[config.mk]
export PLATFORM = sky130hd
export DESIGN_NAME = ex_mul_div_unit
export DESIGN_NICKNAME = d
export VERILOG_FILES = /design/src/rtl/ex_mul_div_unit.sv
export SDC_FILE = /design/constraint.sdc
export NUM_CORES = 1
export LEC_CHECK = 0
export ABC_AREA = 1
export ABC_CLOCK_PERIOD_IN_PS = 7900
export BUFFER_PORTS_ARGS = -buffer_cell sky130_fd_sc_hd__buf_2
export CAP_MARGIN = 25
export CORE_AREA = 2 2 162 164
export CTS_BUF_LIST = sky130_fd_sc_hd__clkbuf_16
export DETAILED_ROUTE_END_ITERATION = 8
export DIE_AREA = 0 0 164 166
export PLACE_DENSITY = 0.86
export REMOVE_ABC_BUFFERS = 1
export SKIP_LAST_GASP = 1
export SYNTH_ARGS = -nofsm -noshare
export SYNTH_HDL_FRONTEND = slang
export SYNTH_SLANG_ARGS = --single-unit
export TNS_END_PERCENT = 100
[constraint.sdc]
create_clock -name clk -period 7.9 [get_ports clk]
set_clock_uncertainty 0.15 [all_clocks]
set_input_delay 0.395 -clock clk [delete_from_list [all_inputs] [get_ports clk]]
set_output_delay 0.395 -clock clk [all_outputs]
set_load 0.01 [all_outputs]
[src/rtl/ex_mul_div_unit.sv]
// rtl/ex_mul_div_unit.sv - iterative MIPS HI/LO multiply/divide unit; divider built only when MDU_DIV_EN is defined
module ex_mul_div_unit (
  input  logic        clk,
  input  logic        rst,
  input  logic [5:0]  opcode,
  input  logic [5:0]  func,
  input  logic [31:0] regA,
  input  logic [31:0] regB,
  output logic        stall,
  output logic        busy,
  output logic [31:0] mf_data,
  output logic [31:0] hi,
  output logic [31:0] lo
);

  localparam logic [5:0] F_MFHI  = 6'h10;
  localparam logic [5:0] F_MTHI  = 6'h11;
  localparam logic [5:0] F_MFLO  = 6'h12;
  localparam logic [5:0] F_MTLO  = 6'h13;
  localparam logic [5:0] F_MULT  = 6'h18;
  localparam logic [5:0] F_MULTU = 6'h19;
  localparam logic [5:0] F_DIV   = 6'h1A;
  localparam logic [5:0] F_DIVU  = 6'h1B;

  typedef enum logic [1:0] {S_IDLE, S_BUSY, S_FIX} state_t;

  state_t      state_q, state_d;
  logic [4:0]  cnt_q, cnt_d;
  logic [63:0] acc_q, acc_d;
  logic [31:0] a_q, a_d, b_q, b_d;
  logic [31:0] hi_q, hi_d, lo_q, lo_d;
  logic        sgn_q, sgn_d, sa_q, sa_d, sb_q, sb_d;

  logic        is_r, is_mul, is_div, is_mt, is_mf, hilo_op, start, sgn_op;
  logic [32:0] mul_sum;
  logic [63:0] mul_step, step, prod;

  assign is_r   = (opcode == 6'h00);
  assign is_mul = is_r && (func == F_MULT || func == F_MULTU);
  assign is_mt  = is_r && (func == F_MTHI || func == F_MTLO);
  assign is_mf  = is_r && (func == F_MFHI || func == F_MFLO);
`ifdef MDU_DIV_EN
  assign is_div = is_r && (func == F_DIV || func == F_DIVU);
`else
  assign is_div = 1'b0;
`endif
  assign hilo_op = is_mul | is_div | is_mt | is_mf;
  assign start   = (state_q == S_IDLE) && (is_mul || is_div);
  assign sgn_op  = (func == F_MULT) || (func == F_DIV);

  assign busy    = (state_q != S_IDLE);
  assign stall   = busy & hilo_op;
  assign hi      = hi_q;
  assign lo      = lo_q;
  assign mf_data = (func == F_MFHI) ? hi_q : lo_q;

  // Right-shifting shift-add: add multiplicand at bit 32, then shift the whole accumulator down
  assign mul_sum  = {1'b0, acc_q[63:32]} + (b_q[cnt_q] ? {1'b0, a_q} : 33'd0);
  assign mul_step = {mul_sum, acc_q[31:1]};
  assign prod     = (sgn_q && (sa_q ^ sb_q)) ? -acc_q : acc_q;

`ifdef MDU_DIV_EN
  logic        div_q, div_d;
  logic [32:0] rem_sh, rem_diff;
  logic [63:0] div_step;
  logic [31:0] quo, rem, a_raw;

  // Restoring division: remainder lives in acc[63:32], quotient bits shift into acc[31:0]
  assign rem_sh   = {acc_q[63:32], a_q[5'd31 - cnt_q]};
  assign rem_diff = rem_sh - {1'b0, b_q};
  assign div_step = rem_diff[32] ? {rem_sh[31:0], acc_q[30:0], 1'b0}
                                 : {rem_diff[31:0], acc_q[30:0], 1'b1};
  assign step     = div_q ? div_step : mul_step;
  assign quo      = (sgn_q && (sa_q ^ sb_q)) ? -acc_q[31:0] : acc_q[31:0];
  assign rem      = (sgn_q && sa_q) ? -acc_q[63:32] : acc_q[63:32];
  // Re-negating the magnitude recovers the original dividend, including 32'h80000000
  assign a_raw    = (sgn_q && sa_q) ? -a_q : a_q;
`else
  assign step     = mul_step;
`endif

  // Next state: issue latches operands, BUSY iterates 32 times, FIX applies signs and writes HI/LO
  always_comb begin
    state_d = state_q;
    cnt_d   = cnt_q;
    acc_d   = acc_q;
    a_d     = a_q;
    b_d     = b_q;
    sgn_d   = sgn_q;
    sa_d    = sa_q;
    sb_d    = sb_q;
    hi_d    = hi_q;
    lo_d    = lo_q;
`ifdef MDU_DIV_EN
    div_d   = div_q;
`endif
    case (state_q)
      S_IDLE: begin
        if (start) begin
          state_d = S_BUSY;
          cnt_d   = 5'd0;
          acc_d   = 64'd0;
          sgn_d   = sgn_op;
          sa_d    = regA[31];
          sb_d    = regB[31];
          a_d     = (sgn_op && regA[31]) ? -regA : regA;
          b_d     = (sgn_op && regB[31]) ? -regB : regB;
`ifdef MDU_DIV_EN
          div_d   = is_div;
`endif
        end else if (is_mt) begin
          if (func == F_MTHI) hi_d = regA;
          else                lo_d = regA;
        end
      end
      S_BUSY: begin
        acc_d = step;
        cnt_d = cnt_q + 5'd1;
        if (cnt_q == 5'd31) state_d = S_FIX;
      end
      S_FIX: begin
        state_d = S_IDLE;
`ifdef MDU_DIV_EN
        if (div_q) begin
          if (b_q == 32'd0) begin
            lo_d = 32'hFFFF_FFFF;
            hi_d = a_raw;
          end else begin
            lo_d = quo;
            hi_d = rem;
          end
        end else
`endif
        begin
          hi_d = prod[63:32];
          lo_d = prod[31:0];
        end
      end
      default: state_d = S_IDLE;
    endcase
  end

  // FSM state register
  always_ff @(posedge clk or posedge rst) begin
    if (rst) state_q <= S_IDLE;
    else     state_q <= state_d;
  end

  // Datapath and architectural HI/LO registers
  always_ff @(posedge clk or posedge rst) begin
    if (rst) begin
      cnt_q <= 5'd0;
      acc_q <= 64'd0;
      a_q   <= 32'd0;
      b_q   <= 32'd0;
      sgn_q <= 1'b0;
      sa_q  <= 1'b0;
      sb_q  <= 1'b0;
      hi_q  <= 32'd0;
      lo_q  <= 32'd0;
`ifdef MDU_DIV_EN
      div_q <= 1'b0;
`endif
    end else begin
      cnt_q <= cnt_d;
      acc_q <= acc_d;
      a_q   <= a_d;
      b_q   <= b_d;
      sgn_q <= sgn_d;
      sa_q  <= sa_d;
      sb_q  <= sb_d;
      hi_q  <= hi_d;
      lo_q  <= lo_d;
`ifdef MDU_DIV_EN
      div_q <= div_d;
`endif
    end
  end

endmodule
Yosys cells after proc, flatten, opt, wreduce, memory -nomap -nowiden
Cells that the tools add are included.
{ "totals": {"output_inout_bits": 98, "wordCells": 79, "ff_bits": 202, "input_bits": 78} }
{ "classes": {"reduce_logical": 21, "n_addsub": 5, "n_mux": 22, "bitwise_logic": 4, "n_lt_le_gt_ge": 1, "eq_ne": 16} }
{ "op_table": {"columns": ["operator", "count"], "rows": [
  ["32-bit two-way mux", 10],
  ["64-bit two-way mux", 2],
  ["32-bit one-hot mux with 2 select lines", 2],
  ["64-bit one-hot mux with 2 select lines", 1],
  ["32-bit negation", 2],
  ["64-bit negation", 1],
  ["6-bit by 5-bit == test with 1-bit output (second input constant)", 7],
  ["32-bit by 32-bit adder with 33-bit output", 1],
  ["2-bit inequality test (second input constant)", 5],
  ["5-bit one-hot mux with 2 select lines", 1],
  ["4-bit AND reduction", 2],
  ["1-bit logical AND", 7],
  ["6-bit zero test", 1],
  ["5-bit by 6-bit < comparator with 1-bit output (second input constant)", 1],
  ["2-bit AND reduction", 3],
  ["2-bit nonzero test", 3],
  ["5-bit by 1-bit adder with 5-bit output (second input constant)", 1],
  ["1-bit binary-select mux with 5-bit select", 1],
  ["5-bit == test (second input constant)", 1],
  ["5-bit two-way mux", 1],
  ["1-bit logical OR", 4],
  ["2-bit two-way mux", 2],
  ["2-bit one-hot mux with 2 select lines", 1],
  ["2-bit by 1-bit == test with 1-bit output (second input constant)", 1],
  ["other kinds (7)", 8]
]} }

Depth between registers and ports, before layout
{ "logic_depth": {"depth_word": 6, "depth_mapped": 25, "mapped_depth_nobuf": 24} }

Worst setup path before layout
OpenSTA, ideal clock, no wires.
{ "synth_path": {"path_type": "register to register", "startpoint": "reg cnt_q[0]", "endpoint": "reg acc_q[61]", "arrival_ns": 2.787, "slack_ns": 4.845, "stages_incl_launch_ff": 26, "setup_time_ns": 0.118, "path_cell_list": "dfrtp_1 buf_6 buf_6 a21oi_1 nand2_1 o211ai_1 nand3_1 nand3_2 nand2_2 buf_6 nor2_1 ha_1 inv_1 fa_1 inv_1 nand3_1 nand3_1 nand2_1 nand2_1 nand2_1 nand2_1 nand2_1 nand2_1 nand2_1 nand3_1 nand2_1"} }
{ "synth_via": {"elab_chain_cells": 5} }
{ "synth_rtl": {"columns": ["item", "line", "rtl"], "rows": [
  ["start, declared", "28", "logic [4:0] cnt_q, cnt_d;"],
  ["start signal, assigned", "165", "cnt_q <= cnt_d;"],
  ["1-bit binary-select mux with 5-bit select", "58", "assign mul_sum = {1'b0, acc_q[63:32]} + (b_q[cnt_q] ? {1'b0, a_q} : 33'd0);"],
  ["1-bit two-way mux (not written as such)", "58", null],
  ["32-bit two-way mux", "58", null],
  ["32-bit by 32-bit adder with 33-bit output", "58", null],
  ["64-bit one-hot mux with 2 select lines", "97", "case (state_q)"],
  ["end signal, assigned", "153", "acc_q <= 64'd0;"],
  ["end signal, assigned", "166", "acc_q <= acc_d;"],
  ["end, declared", "29", "logic [63:0] acc_q, acc_d;"]
]} }
No other way between the ends. The select of a mux whose other input is x is not followed.
A chain may end at the register's enable or synchronous reset.

Final worst setup path
{ "layout_path": {"startpoint": "reg cnt_q[0]", "endpoint": "reg acc_q[53]"} }
Same word-level chain as after synthesis.

==> flow_summary_export.csv <==
group,metric,value,unit
status,status,"finished, final reports clean",
finish,area_growth,11.9,%
route,ant_nets,0,
setup_path,crit_arrival,4.44,ns
setup_path,path_cells,"inv_2, nand2_1, nand3_1, nand2_1, a21oi_1, o21ai_0, nand3_1, nand2_2, nor2_1, ha_1, inv_1, fa_1, inv_1, nand3_1, nand3_1, nand2_1, nand2_1, nand2_1, nand2_1, nand2_1, nand2_1, nand2_1, nand3_1, nand2_1",
finish,instances_no_fill,2785,
setup_path,startpoint_type,"flop",
finish,final_nets,2547,
finish,mostFrequentLayoutCell,"nand2_1",
grt,antenna_found_initial,2,
timing,slew_violations,0,
worst_hold_path,min_path_type,"in2reg",
placed_design,hpwl,38.4,mm
grt,overflow,0,
route,routed_wl,51.8,mm
yosys,synthMuxAreaShare,0.0238,
die,die_h,166,um
yosys,synth_seq_cells,202,
finish,final_cell_mix,"nand2_1 (575), nor2_1 (379), inv_1 (264)",
setup_path,crit_type,"reg2reg",
power,cellPowerDensity,247,nW/um2
timing,fin_tns_setup,0,ns
power,ir_worst_vdd,0.158,mV
placed_design,place_inst,2737,
route,vias,16300,
grt,grt_max_degree,141,
clocking,clkTransAtPathRegs,0.06,ns
setup_path,r2r_start,"cnt_q[0]",
setup_path,reg2reg_to,"acc_q[53]",
finish,fillCellCount,2276,
die,die_w,164,um
setup_path,required,8.17,ns
timing,finalSetupViolations,0,
route,first_pass_iters,6,
setup_path,crit_end,"acc_q[53]",
die,die-area,27200,um2
clocking,insertion_delay,0.54,ns
route,drtIter0Drc,1892,
yosys,synth_top_area_frac,0.334,
yosys,synth_top_area_cell,"dfrtp_1",
yosys,synth_compound_area_frac,0.130,
route,drc_errors,0,
die,initial_core_util,0.590,
clocking,cts_tree,"built",
yosys,synthAdderAreaFrac,0.0319,
setup_path,reg2regPathDepth,24,
timing,fmax,240,MHz
setup_path,ff2ff_setup_slack,3.73,ns
setup_path,startpoint,"cnt_q[0]",
timing,hold_viol_final,0,
timing,fin_crit_sh,0.528,
power,total_leakage_power,0.00825,uW
timing,rsz0062_at_grt,"false",
yosys,netlist_top_cells_area,"dfrtp_1 (33%), nand2_1 (14%), nor2_1 (9.4%), nand3_1 (7.2%), inv_1 (6.5%)",
die,core_area,25600,um2
clocking,root_buffer,"clkbuf_16",
clocking,h-tree-depth,1,
clocking,cts_sinks,202,
yosys,syn_avg_cell_area,6.60,um2
yosys,yosysSeqAreaShare,0.334,
placed_design,io_buffers,175,
setup_path,cp-end-kind,"flop",
yosys,synthesis.area,15100,um2
timing,period_needed,4.17,ns
clocking,cts.repair.resized,0,
yosys,synth_ff_type,"dfrtp_1",
clocking,cts_buffers,24,
yosys,yosys.area_share.simple,0.360,
route,wire_per_inst,18.6,um
grt,grt_pass1_vias,15400,
yosys,syn_inst,2291,
yosys,async_flop_share,1.00,
setup_path,timing.critical_path.mode_cell,"nand2_1",
yosys,ys_types,56,
yosys,synth_edf_count,0,
setup_path,critPathSlowestCell,"dfrtp_1",
yosys,synthXorXnorAreaFrac,0.0203,
setup_path,cp_max_fo,31,
yosys,yosys_warnings,0,
grt,gr-usage-all-layers,0.378,
timing,tightest_slew,0.949,ns
yosys,synth_top_family_by_area,"simple AND/OR/NAND/NOR gates",
die,pin_count,176,
timing,slew-limit-headroom,0.368,
clocking,clk_path_buf_depth,3,
job,drv_cap,0,
route,via_per_inst,5.86,
setup_path,crit_path_max_incr_delay,0.60,ns
grt,grt_pass1_wl,81.2,mm
finish,drive_above_1_share,0.133,
placed_design,routabilityCongestion,0.991,
die,rows,59,
==> through the flow <==
step                total power (uW)  instance area [um2]  hold slack [ns]  worst slack, ns   util
floorplan                       2450                14700            0.294             1.84      -
global placement                2930                16100            0.313             3.92  0.627
detailed placement              2970                16100            0.316             3.84  0.627
CTS                             4130                16900          0.00741             3.82  0.659
global route                    4420                16900           0.0276             3.34  0.661
finish                          4170                16900          0.00419             3.73  0.661
==> power breakdown <==
group          total (uW)  internal [uW]  switching, uW
clock network        1170            700            467
logic                1530            520           1010
registers            1480           1210            271
total                4170           2430           1750
==> cell type report <==
class / count / area, um2 / share of cell area
Timing Repair Buffer: 188 / 998 / 0.0590
Tap cell: 335 / 419 / 0.0248
Inverter: 279 / 1050 / 0.0623
Multi-Input combinational cell: 1736 / 8580 / 0.507
Clock buffer: 25 / 626 / 0.0370
Clock inverter: 19 / 186 / 0.0110
Sequential cell: 202 / 5050 / 0.299
Antenna cell: 1 / 2.50 / 0.000148
==> worst min path at each step <==
stage	from	to	cells past startpoint
4_1_cts	regB[0]	b_q[0]	3
6_report	regA[15]	a_q[15]	3
3_5_place_dp	a_q[26]	a_q[26]	2
3_3_place_gp	b_q[2]	b_q[2]	2
2_1_floorplan	b_q[2]	b_q[2]	2
5_1_grt	regB[0]	b_q[0]	3
==> Yosys cell counts, drive strengths merged (3+ instances only) <==
library cell / number
dfrtp: 202
nor2: 400
a21oi: 117
and2: 4
nand4: 18
o221ai: 3
o211ai: 7
nand3: 225
o22ai: 39
a31oi: 7
o31ai: 4
nand3b: 9
o21bai: 11
inv: 278
o21ai: 154
nor3: 14
mux2: 32
buf: 59
ha: 37
xor2: 34
nand2: 596
or2: 10
clkbuf: 15
==> worst max-delay path, delay by kind of cell, from the launching register on <==
family	cells	cell delay, ns
AO/OA/AOI/OAI	2	0.22
buffers and inverters	3	0.49
adder cells (fa/ha/maj)	2	0.60
AND/OR/NAND/NOR	17	1.97
flip-flops	1	0.60
==> kinds of logic (layout without fill, tap and decap cells) <==
kind of cell               count (synthesis)  count (layout)
other                                      0               1
and+or+nand+nor                         1282            1282
buffers and inverters                    353             511
xor gates and xnor gates                  35              35
AOI/OAI and AO/OA                        349             349
adders and majority gates                 38              38
DFF                                      202             202
muxes                                     32              32
==> timing repair <==
action,4_1_cts,5_1_grt
setup buffers,0,0
endpoints found under the setup margin,0,0
hold buffers,2,0
hold endpoints to repair,2,0
==> per-layer routing <==
| layer | up-vias | share of wire | wire length [um] | track usage |
|---|---|---|---|---|
| met1 | 7562 | 0.39 | 20200 | 0.478 |
| met4 | 0 | 0.055 | 2820 | 0.195 |
| met2 | 894 | 0.46 | 23600 | 0.611 |
| met3 | 192 | 0.099 | 5110 | 0.0769 |
| li1 | 7677 | - | - | - |
| met5 | - | 0 | 0 | 0 |
==> sequential cells by signal, indices dropped and copies added, names as in the netlist <==
register  flops
b_q          32
acc_q        64
sb_q          1
hi           32
sgn_q         1
state_q       2
cnt_q         5
a_q          32
sa_q          1
lo           32
Note: power is estimated with default switching activity, not from simulation.
